[src/rtl/client_queue_pkg.sv]
// Shared definitions for the multi-desk client queue: the idle ticket value,
// the wrapping ticket increment and the desk grant index type.
package client_queue_pkg;

    localparam int unsigned IDLE_TICKET = 0;

    // Wide enough to index up to 8 desks.
    typedef logic [2:0] grant_idx_t;

    // Ticket 0 is reserved for "desk idle", so numbering wraps from max back to 1.
    function automatic int unsigned next_ticket(input int unsigned t, input int unsigned max);
        return (t == max) ? 32'd1 : t + 32'd1;
    endfunction

endpackage

[src/rtl/btn_edge_detect.sv]
// Registers a bank of debounced buttons once and flags the cycle after each
// sampled rising edge, so a held button yields a single event.
module btn_edge_detect #(
    parameter int W = 1
) (
    input  logic         clk,
    input  logic         rst_i,
    input  logic [W-1:0] btn_i,
    output logic [W-1:0] rise_o
);

    logic [W-1:0] sample_q;
    logic [W-1:0] prev_q;

    // NOTE: sequential state uses nonblocking assignments so every register
    // sees the values from before the clock edge.
    always_ff @(posedge clk) begin
        if (rst_i) begin
            sample_q <= '0;
            prev_q   <= '0;
        end else begin
            sample_q <= btn_i;
            prev_q   <= sample_q;
        end
    end

    assign rise_o = sample_q & ~prev_q;

endmodule

[src/rtl/multi_desk_client_queue.sv]
// Ticket dispenser feeding DESKS service desks: issues wrapping ticket numbers,
// counts waiting clients and hands the oldest one to the lowest requesting desk.
module multi_desk_client_queue
    import client_queue_pkg::*;
#(
    parameter int WIDTH      = 8,
    parameter int DESKS      = 2,
    parameter int CAPACITY   = 16,
    parameter int MAX_TICKET = 99
) (
    input  logic                             clk,
    input  logic                             btnReset,
    input  logic                             btnNew,
    input  logic [DESKS-1:0]                 btnDone,
    output logic [DESKS*WIDTH-1:0]           current_client,
    output logic [WIDTH-1:0]                 total_clients,
    output logic [$clog2(CAPACITY+1)-1:0]    waiting,
    output logic                             full,
    output logic                             empty,
    output logic                             reject,
    output logic [DESKS-1:0]                 call_pulse
);

    localparam int WAIT_W = $clog2(CAPACITY + 1);
    localparam logic [WAIT_W-1:0] CAP_W = WAIT_W'(CAPACITY);

    logic              new_evt;
    logic [DESKS-1:0]  done_evt;

    logic [DESKS-1:0]  pending_q, pending_d, req;
    logic [WIDTH-1:0]  last_issued_q, next_serve_q, total_q;
    logic [WAIT_W-1:0] waiting_q;
    logic [WIDTH-1:0]  cur_q [DESKS];
    logic              reject_q;
    logic [DESKS-1:0]  call_q;

    logic              grant_valid;
    grant_idx_t        grant_idx;
    logic              from_queue;
    logic              accept;
    logic              served;
    logic [WIDTH-1:0]  new_ticket;
    logic [WIDTH-1:0]  serve_next;

    btn_edge_detect #(.W(1)) u_new_edge (
        .clk    (clk),
        .rst_i  (btnReset),
        .btn_i  (btnNew),
        .rise_o (new_evt)
    );

    btn_edge_detect #(.W(DESKS)) u_done_edge (
        .clk    (clk),
        .rst_i  (btnReset),
        .btn_i  (btnDone),
        .rise_o (done_evt)
    );

    // NOTE: every combinational output gets a default first so no latch is inferred.
    always_comb begin
        req         = pending_q | done_evt;
        grant_valid = 1'b0;
        grant_idx   = '0;
        for (int d = DESKS - 1; d >= 0; d--) begin
            if (req[d]) begin
                grant_valid = 1'b1;
                grant_idx   = grant_idx_t'(d);
            end
        end
        pending_d = req;
        for (int d = 0; d < DESKS; d++) begin
            if (grant_valid && grant_idx == grant_idx_t'(d)) pending_d[d] = 1'b0;
        end
        // A grant that drains the queue frees a slot for a same-cycle arrival.
        from_queue = grant_valid && (waiting_q != '0);
        accept     = new_evt && ((waiting_q < CAP_W) || from_queue);
        served     = grant_valid && (from_queue || accept);
        new_ticket = WIDTH'(next_ticket(32'(last_issued_q), MAX_TICKET));
        serve_next = WIDTH'(next_ticket(32'(next_serve_q), MAX_TICKET));
    end

    always_ff @(posedge clk) begin
        if (btnReset) begin
            pending_q     <= '0;
            last_issued_q <= '0;
            next_serve_q  <= WIDTH'(1);
            total_q       <= '0;
            waiting_q     <= '0;
            reject_q      <= 1'b0;
            call_q        <= '0;
            for (int d = 0; d < DESKS; d++) cur_q[d] <= WIDTH'(IDLE_TICKET);
        end else begin
            pending_q <= pending_d;
            reject_q  <= new_evt && !accept;
            call_q    <= '0;
            if (accept) begin
                last_issued_q <= new_ticket;
                if (total_q != '1) total_q <= total_q + WIDTH'(1);
            end
            if (served) next_serve_q <= serve_next;
            if (accept && !served) waiting_q <= waiting_q + WAIT_W'(1);
            else if (!accept && served) waiting_q <= waiting_q - WAIT_W'(1);
            for (int d = 0; d < DESKS; d++) begin
                if (grant_valid && grant_idx == grant_idx_t'(d)) begin
                    if (from_queue)  cur_q[d] <= next_serve_q;
                    else if (accept) cur_q[d] <= new_ticket;
                    else             cur_q[d] <= WIDTH'(IDLE_TICKET);
                    call_q[d] <= served;
                end
            end
        end
    end

    for (genvar d = 0; d < DESKS; d++) begin : g_desk
        assign current_client[d*WIDTH +: WIDTH] = cur_q[d];
    end

    assign total_clients = total_q;
    assign waiting       = waiting_q;
    assign full          = (waiting_q == CAP_W);
    assign empty         = (waiting_q == '0);
    assign reject        = reject_q;
    assign call_pulse    = call_q;

endmodule

[config.mk]
export PLATFORM = sky130hd
export DESIGN_NAME = multi_desk_client_queue
export DESIGN_NICKNAME = d
export VERILOG_FILES = /design/src/rtl/client_queue_pkg.sv /design/src/rtl/btn_edge_detect.sv /design/src/rtl/multi_desk_client_queue.sv
export SDC_FILE = /design/constraint.sdc
export NUM_CORES = 1
export LEC_CHECK = 0
export BUFFER_PORTS_ARGS = -buffer_cell sky130_fd_sc_hd__buf_2
export CAP_MARGIN = 20
export CELL_PAD_IN_SITES_DETAIL_PLACEMENT = 0
export CELL_PAD_IN_SITES_GLOBAL_PLACEMENT = 1
export CORE_AREA = 3 3 88 90
export DETAILED_ROUTE_END_ITERATION = 12
export DIE_AREA = 0 0 91 93
export PLACE_DENSITY = 0.78
export SKIP_LAST_GASP = 1
export SLEW_MARGIN = 25
export SYNTH_ARGS = -nofsm -noshare
export SYNTH_HDL_FRONTEND = slang
export SYNTH_SLANG_ARGS = --single-unit
export TNS_END_PERCENT = 20
[constraint.sdc]
create_clock -name clk -period 6.1 [get_ports clk]
set_input_delay 0 -clock clk [delete_from_list [all_inputs] [get_ports clk]]
set_output_delay 0 -clock clk [all_outputs]
set_load 0.1 [all_outputs]
==> results of run 1 <==
==> path summary, 6_finish.rpt <==
path,start,to,slack [ns],cells after the start
worst max register to register,u_done_edge.prev_q[1],waiting[4],2.79,12
worst min-delay path,btnReset,waiting[3],0.20,2
worst min register to register,u_done_edge.sample_q[0],u_done_edge.prev_q[0],0.47,1
worst max-delay path,u_done_edge.prev_q[1],waiting[4],2.79,12
==> cells by family after synthesis <==
group | synth area share
adders and majority gates | 0.03862
DFF | 0.4598
muxes | 0.02245
and+or+nand+nor | 0.2640
AOI/OAI and AO/OA | 0.1010
xor gates and xnor gates | 0.06601
buffers and inverters | 0.04669
other | 0.001346
==> area by class of cell <==
cell class,instances,area (um2)
Timing Repair Buffer,41,220.2
Sequential cell,56,1281
Clock buffer,7,97.59
Clock inverter,1,5.005
Inverter,8,30.03
Multi-Input combinational cell,215,1375
Fill cell,750,4004
Tap cell,99,123.9
==> worst reg2reg max path: stages, from the launching register on <==
cell	delay (ns)
dfxtp_1	0.31
and2b_1	0.25
nor4_4	0.40
or2_1	0.38
inv_1	0.28
ha_1	0.32
inv_1	0.14
ha_1	0.29
a21o_1	0.18
a21oi_1	0.17
xnor2_1	0.09
or3_1	0.30
a21oi_1	0.13
==> cells in the mapped netlist, types with 2 or more instances <==
master and count:
nor2b_1 8, nor4_1 7, mux2_2 2, or3_1 6, and4_1 2, nand2b_1 3
nand4_1 4, buf_1 4, ha_1 7, a31oi_1 3, nor3b_1 2, nor4_4 2
nor3_1 10, o21ai_0 10, xor2_1 5, inv_1 8, a211oi_1 2, xnor2_1 16
nand3_1 9, a21oi_1 16, buf_2 3, a21o_1 2, nor2_1 31, edfxtp_1 16
dfxtp_1 40, mux2i_1 4, buf_6 3, and3_1 6, nand2_1 30, a22o_1 4
clkbuf_1 4
==> routing by layer <==
metal	routed length, um	GRT usage	up-vias
met2	2794	0.2477	42
met3	180	0.02414	6
met5	0	0	-
met1	2934	0.1970	1024
met4	68	0.04020	0
li1	-	-	1097
==> power groups by stage <==
stage          registers, mW  logic, mW  clock network (mW)
2_1_floorplan          0.645      0.238                   0
3_3_place_gp           0.468      0.484                   0
3_5_place_dp           0.470      0.488                   0
4_1_cts                0.461      0.491               0.230
5_1_grt                0.469      0.527               0.245
6_report               0.461      0.488               0.223
==> state kept, by name, indices dropped and copies added, names as in the netlist <==
register,cells
last_issued_q,8
next_serve_q,8
u_done_edge.prev_q,2
u_done_edge.sample_q,2
total_clients,8
pending_q,2
u_new_edge.sample_q,1
cur_q,16
waiting,5
reject,1
u_new_edge.prev_q,1
call_pulse,2
==> flow_summary_export.csv, run 1 <==
group,metric,value,unit
floorplanning,pin_count,39,
synthesis,synth-seq-cells,56,
synthesis,ys.warnings.count,0,
power_and_ir_drop,p_clk_frac,0.191,
cts,cts_hold_buf,3,
cts,post-cts-setup-buffer-count,0,
cts,cts.path.max_buffers,2,
power_and_ir_drop,ir_drop,291.0,uV
power_and_ir_drop,combinationalPowerShare,0.416,
finish,diodes,0,
timing,relSlewSlack,0.3586,
synthesis,ys_types,57,
timing,worst_pin_slew,0.9611,ns
power_and_ir_drop,p_total,1.172,mW
timing,hold_ws,0.2032,ns
power_and_ir_drop,seq_power_share,0.393,
power_and_ir_drop,p_int,646.8,uW
timing,fmax,302.4,MHz
cts,path_clk_slew,0.10,ns
synthesis,synth_fp_nets,308,
finish,stdcell_area,3133,um2
status,status,"completed",
grt,grt_start_max_net_pins,37,
floorplanning,floorplan.initialDensity,0.3904,
critical_path,cp_top_family,"simple AND/OR/NAND/NOR gates",
place,gp_congestion,0.8414,
drt,dr.pass1.iters,4,
timing,final_hold_viol_count,0,
cts,cts_sinks,56,
synthesis,synth_edf_count,16,
critical_path,worstSetupPathType,"flip-flop to flip-flop",
place,io_buffer_count,38,
drt,drtAntennaViolNets,0,
critical_path,cp_slowest_stage_delay,0.40,ns
synthesis,syn_inst,295,
drt,viasPerCell,5.080,
power_and_ir_drop,p_sw,525.1,uW
timing,rsz0062_at_grt,"false",
synthesis,synth_flop_cell,"dfxtp_1",
place,placed_cell_area,3000,um2
floorplanning,num_rows,31,
floorplanning,dieHeight,93,um
synthesis,ys_seq_area_frac,0.4598,
synthesis,syn_avg_cell_area,9.445,um2
place,pre_cts_ws,2.832,ns
floorplanning,core,7137,um2
run,maxCapViolations,0,
finish,final_common_cell,"dfxtp_1",
drt,drc,0,
cts,cts_resized,0,
finish,most-common-layout-cells,"dfxtp_1 (40), buf_2 (38), nor2_1 (31)",
critical_path,arrival,3.54,ns
synthesis,yosys.area.top_type,"dfxtp_1",
timing,period_minus_slack,3.307,ns
min_path,hold_path.class,"primary input to flip-flop",
drt,avgRoutedWirePerCell,14.00,um
timing,setup_viol,0,
critical_path,path_max_fanout,12,
place,dp_hpwl,4.357,mm
drt,drt_iter0_drc,164,
critical_path,required,6.34,ns
synthesis,synthArstFlopShare,0,
power_and_ir_drop,switching_share,0.4481,
critical_path,slowest_stage,"nor4_4",
cts,cts_tree,"done",
floorplanning,dieArea,8463,um2
critical_path,cp_cell_sequence,"and2b_1, nor4_4, or2_1, inv_1, ha_1, inv_1, ha_1, a21o_1, a21oi_1, xnor2_1, or3_1, a21oi_1",
synthesis,synth_top_cell_area_share,0.2874,
finish,finalNonFillerCells,427,
critical_path,cp-start-kind,"flip-flop",
place,dp_cells,416,
timing,fin_skew,0.005623,ns
grt,grt_overflow,0,
drt,vias,2169,
timing,fin_crit_sh,0.5421,
cts,cts_max_level,2,
cts,numCtsBuffers,5,
cts,clock-root-buffer,"clkbuf_8",
finish,drive_gt1_frac,0.1799,
critical_path,crit_buf_inv,2,
timing,fin_tns_setup,0,ns
synthesis,netlist_area,2786,um2
finish,finalNetCount,340,
finish,final_util,0.4390,
cts,clk_latency,0.31,ns
grt,antenna_found_initial,0,
synthesis,yosys-top-cells-area,"dfxtp_1 (29%), edfxtp_1 (17%), xnor2_1 (5.0%), nor2_1 (4.2%), nand2_1 (4.0%)",
grt,grt_pass1_vias,2101,
floorplanning,die_w,91,um
drt,wl,5.978,mm
finish,syn2layout_area_growth,12.44,%
power_and_ir_drop,power_density,374.1,nW/um2
grt,grt_usage,0.1474,
timing,worst_slack,2.793,ns
timing,drv_slew,0,
grt,grt_pass1_wl,10.27,mm
power_and_ir_drop,leakagePower,1.225,nW
critical_path,cp-end-kind,"flip-flop",
Note: power is estimated with default switching activity, not from simulation.
==> run 2: changes to the inputs <==
- CORE_AREA: 3 3 88 90 -> 3 3 89 91
- DIE_AREA: 0 0 91 93 -> 0 0 92 94
- PLACE_DENSITY: 0.78 -> 0.79
- clock period: 6.1 -> 2.81 ns (I/O delays scaled with it)
==> flow_summary_export.csv, run 2 (synthesized netlist as in run 1, its figures left out) <==
group,metric,value,unit
status,status,"completed",
min_path,hold_path.class,"primary input to flip-flop",
timing,worst_slack,0.2170,ns
drt,drc,0,
cts,cts_max_level,2,
timing,fin_crit_sh,0.9228,
grt,grt_usage,0.1402,
timing,drv_slew,0,
power_and_ir_drop,power_density,804.4,nW/um2
timing,fmax,385.7,MHz
timing,rsz0062_at_grt,"false",
place,io_buffer_count,38,
place,dp_hpwl,4.258,mm
place,gp_congestion,0.8457,
run,maxCapViolations,0,
finish,drive_gt1_frac,0.2292,
power_and_ir_drop,leakagePower,1.262,nW
finish,finalNetCount,348,
critical_path,crit_buf_inv,2,
critical_path,worstSetupPathType,"flip-flop to flip-flop",
timing,worst_pin_slew,1.002,ns
drt,dr.pass1.iters,4,
floorplanning,die_w,92,um
critical_path,cp_slowest_stage_delay,0.44,ns
finish,finalNonFillerCells,435,
critical_path,crit_top_cell,"inv_1",
floorplanning,dieHeight,94,um
critical_path,arrival,2.82,ns
place,placed_cell_area,3073,um2
critical_path,cp-start-kind,"flip-flop",
floorplanning,floorplan.initialDensity,0.3862,
place,pre_cts_ws,0.004249,ns
floorplanning,dieArea,8648,um2
timing,period_minus_slack,2.593,ns
grt,grt_overflow,0,
finish,syn2layout_area_growth,15.63,%
drt,wl,5.808,mm
drt,drtAntennaViolNets,0,
drt,avgRoutedWirePerCell,13.35,um
finish,diodes,0,
cts,cts.path.max_buffers,2,
grt,antenna_found_initial,0,
grt,grt_pass1_wl,9.756,mm
finish,final_common_cell,"buf_2",
finish,top_register,"cur_q",
power_and_ir_drop,ir_drop,935.2,uV
cts,numCtsBuffers,5,
critical_path,path_max_fanout,5,
timing,relSlewSlack,0.3312,
grt,grt_pass1_vias,1962,
drt,viasPerCell,4.972,
finish,stdcell_area,3222,um2
critical_path,cp_top_family,"simple AND/OR/NAND/NOR gates",
timing,fin_tns_setup,0,ns
drt,vias,2163,
timing,hold_ws,0.2010,ns
floorplanning,pin_count,39,
floorplanning,num_rows,31,
drt,drt_iter0_drc,170,
critical_path,slowest_stage,"dfxtp_1",
cts,cts_tree,"done",
finish,final_util,0.4466,
place,dp_cells,422,
critical_path,required,3.04,ns
grt,grt_start_max_net_pins,37,
critical_path,cp_cell_sequence,"nand2b_1, nor4_4, or2_1, inv_1, ha_1, inv_1, fa_2, a21o_1, a21oi_2, xnor2_1, or3_1, a21oi_1",
cts,cts_sinks,56,
cts,clock-root-buffer,"clkbuf_8",
cts,path_clk_slew,0.09,ns
finish,largest_reg_flops,16,
floorplanning,core,7214,um2
cts,clk_latency,0.30,ns
timing,final_hold_viol_count,0,
timing,fin_skew,0.004841,ns
power_and_ir_drop,p_total,2.592,mW
timing,setup_viol,0,
finish,most-common-layout-cells,"buf_2 (38), dfxtp_1 (35), nor2_1 (30), nand2_1 (30)",
critical_path,cp-end-kind,"flip-flop",
[run 2: worst reg2reg max path, cell delays in order (launching register included)]
cell and delay, ns:
dfxtp_1 0.44, nand2b_1 0.18, nor4_4 0.06, or2_1 0.23, inv_1 0.08, ha_1 0.18
inv_1 0.10, fa_2 0.36, a21o_1 0.21, a21oi_2 0.15, xnor2_1 0.08, or3_1 0.31
a21oi_1 0.14
[run 2: worst paths after layout]
path | from | end | slack (ns) | cells past startpoint
setup / recovery | pending_q[0] | waiting[4] | 0.22 | 12
hold / removal | btnReset | waiting[2] | 0.20 | 2
setup reg to reg | pending_q[0] | waiting[4] | 0.22 | 12
hold reg to reg | u_done_edge.sample_q[0] | u_done_edge.prev_q[0] | 0.47 | 1
[run 2: metal layers]
metal,GRT usage,wire (um)
met2,0.2068,2500
met5,0,0
met3,0.03125,279
met1,0.2060,2971
met4,0.03713,56
[run 2: cell type report]
type	count	area (um2)
fill	722	3993
multi-input combinational	215	1404
sequential	56	1300
timing repair buffer	49	280.3
tap	99	123.9
clock buffer	6	72.57
inverter	8	30.03
clock inverter	2	11.26
[run 2: repair_timing]
| item | in CTS | in global routing |
|---|---|---|
| resized for setup | 0 | 4 |
| endpoints found under the setup margin | 1 | 1 |
| setup buffers | 2 | 0 |
| hold buffers | 3 | 0 |
| hold endpoints to repair | 3 | 0 |
| pin swaps | 2 | 0 |
[run 2: power breakdown]
group	switching [mW]	leakage, nW	internal [mW]
clock	0.252	0.0455	0.176
sequential	0.100	0.504	0.931
combinational	0.820	0.712	0.313
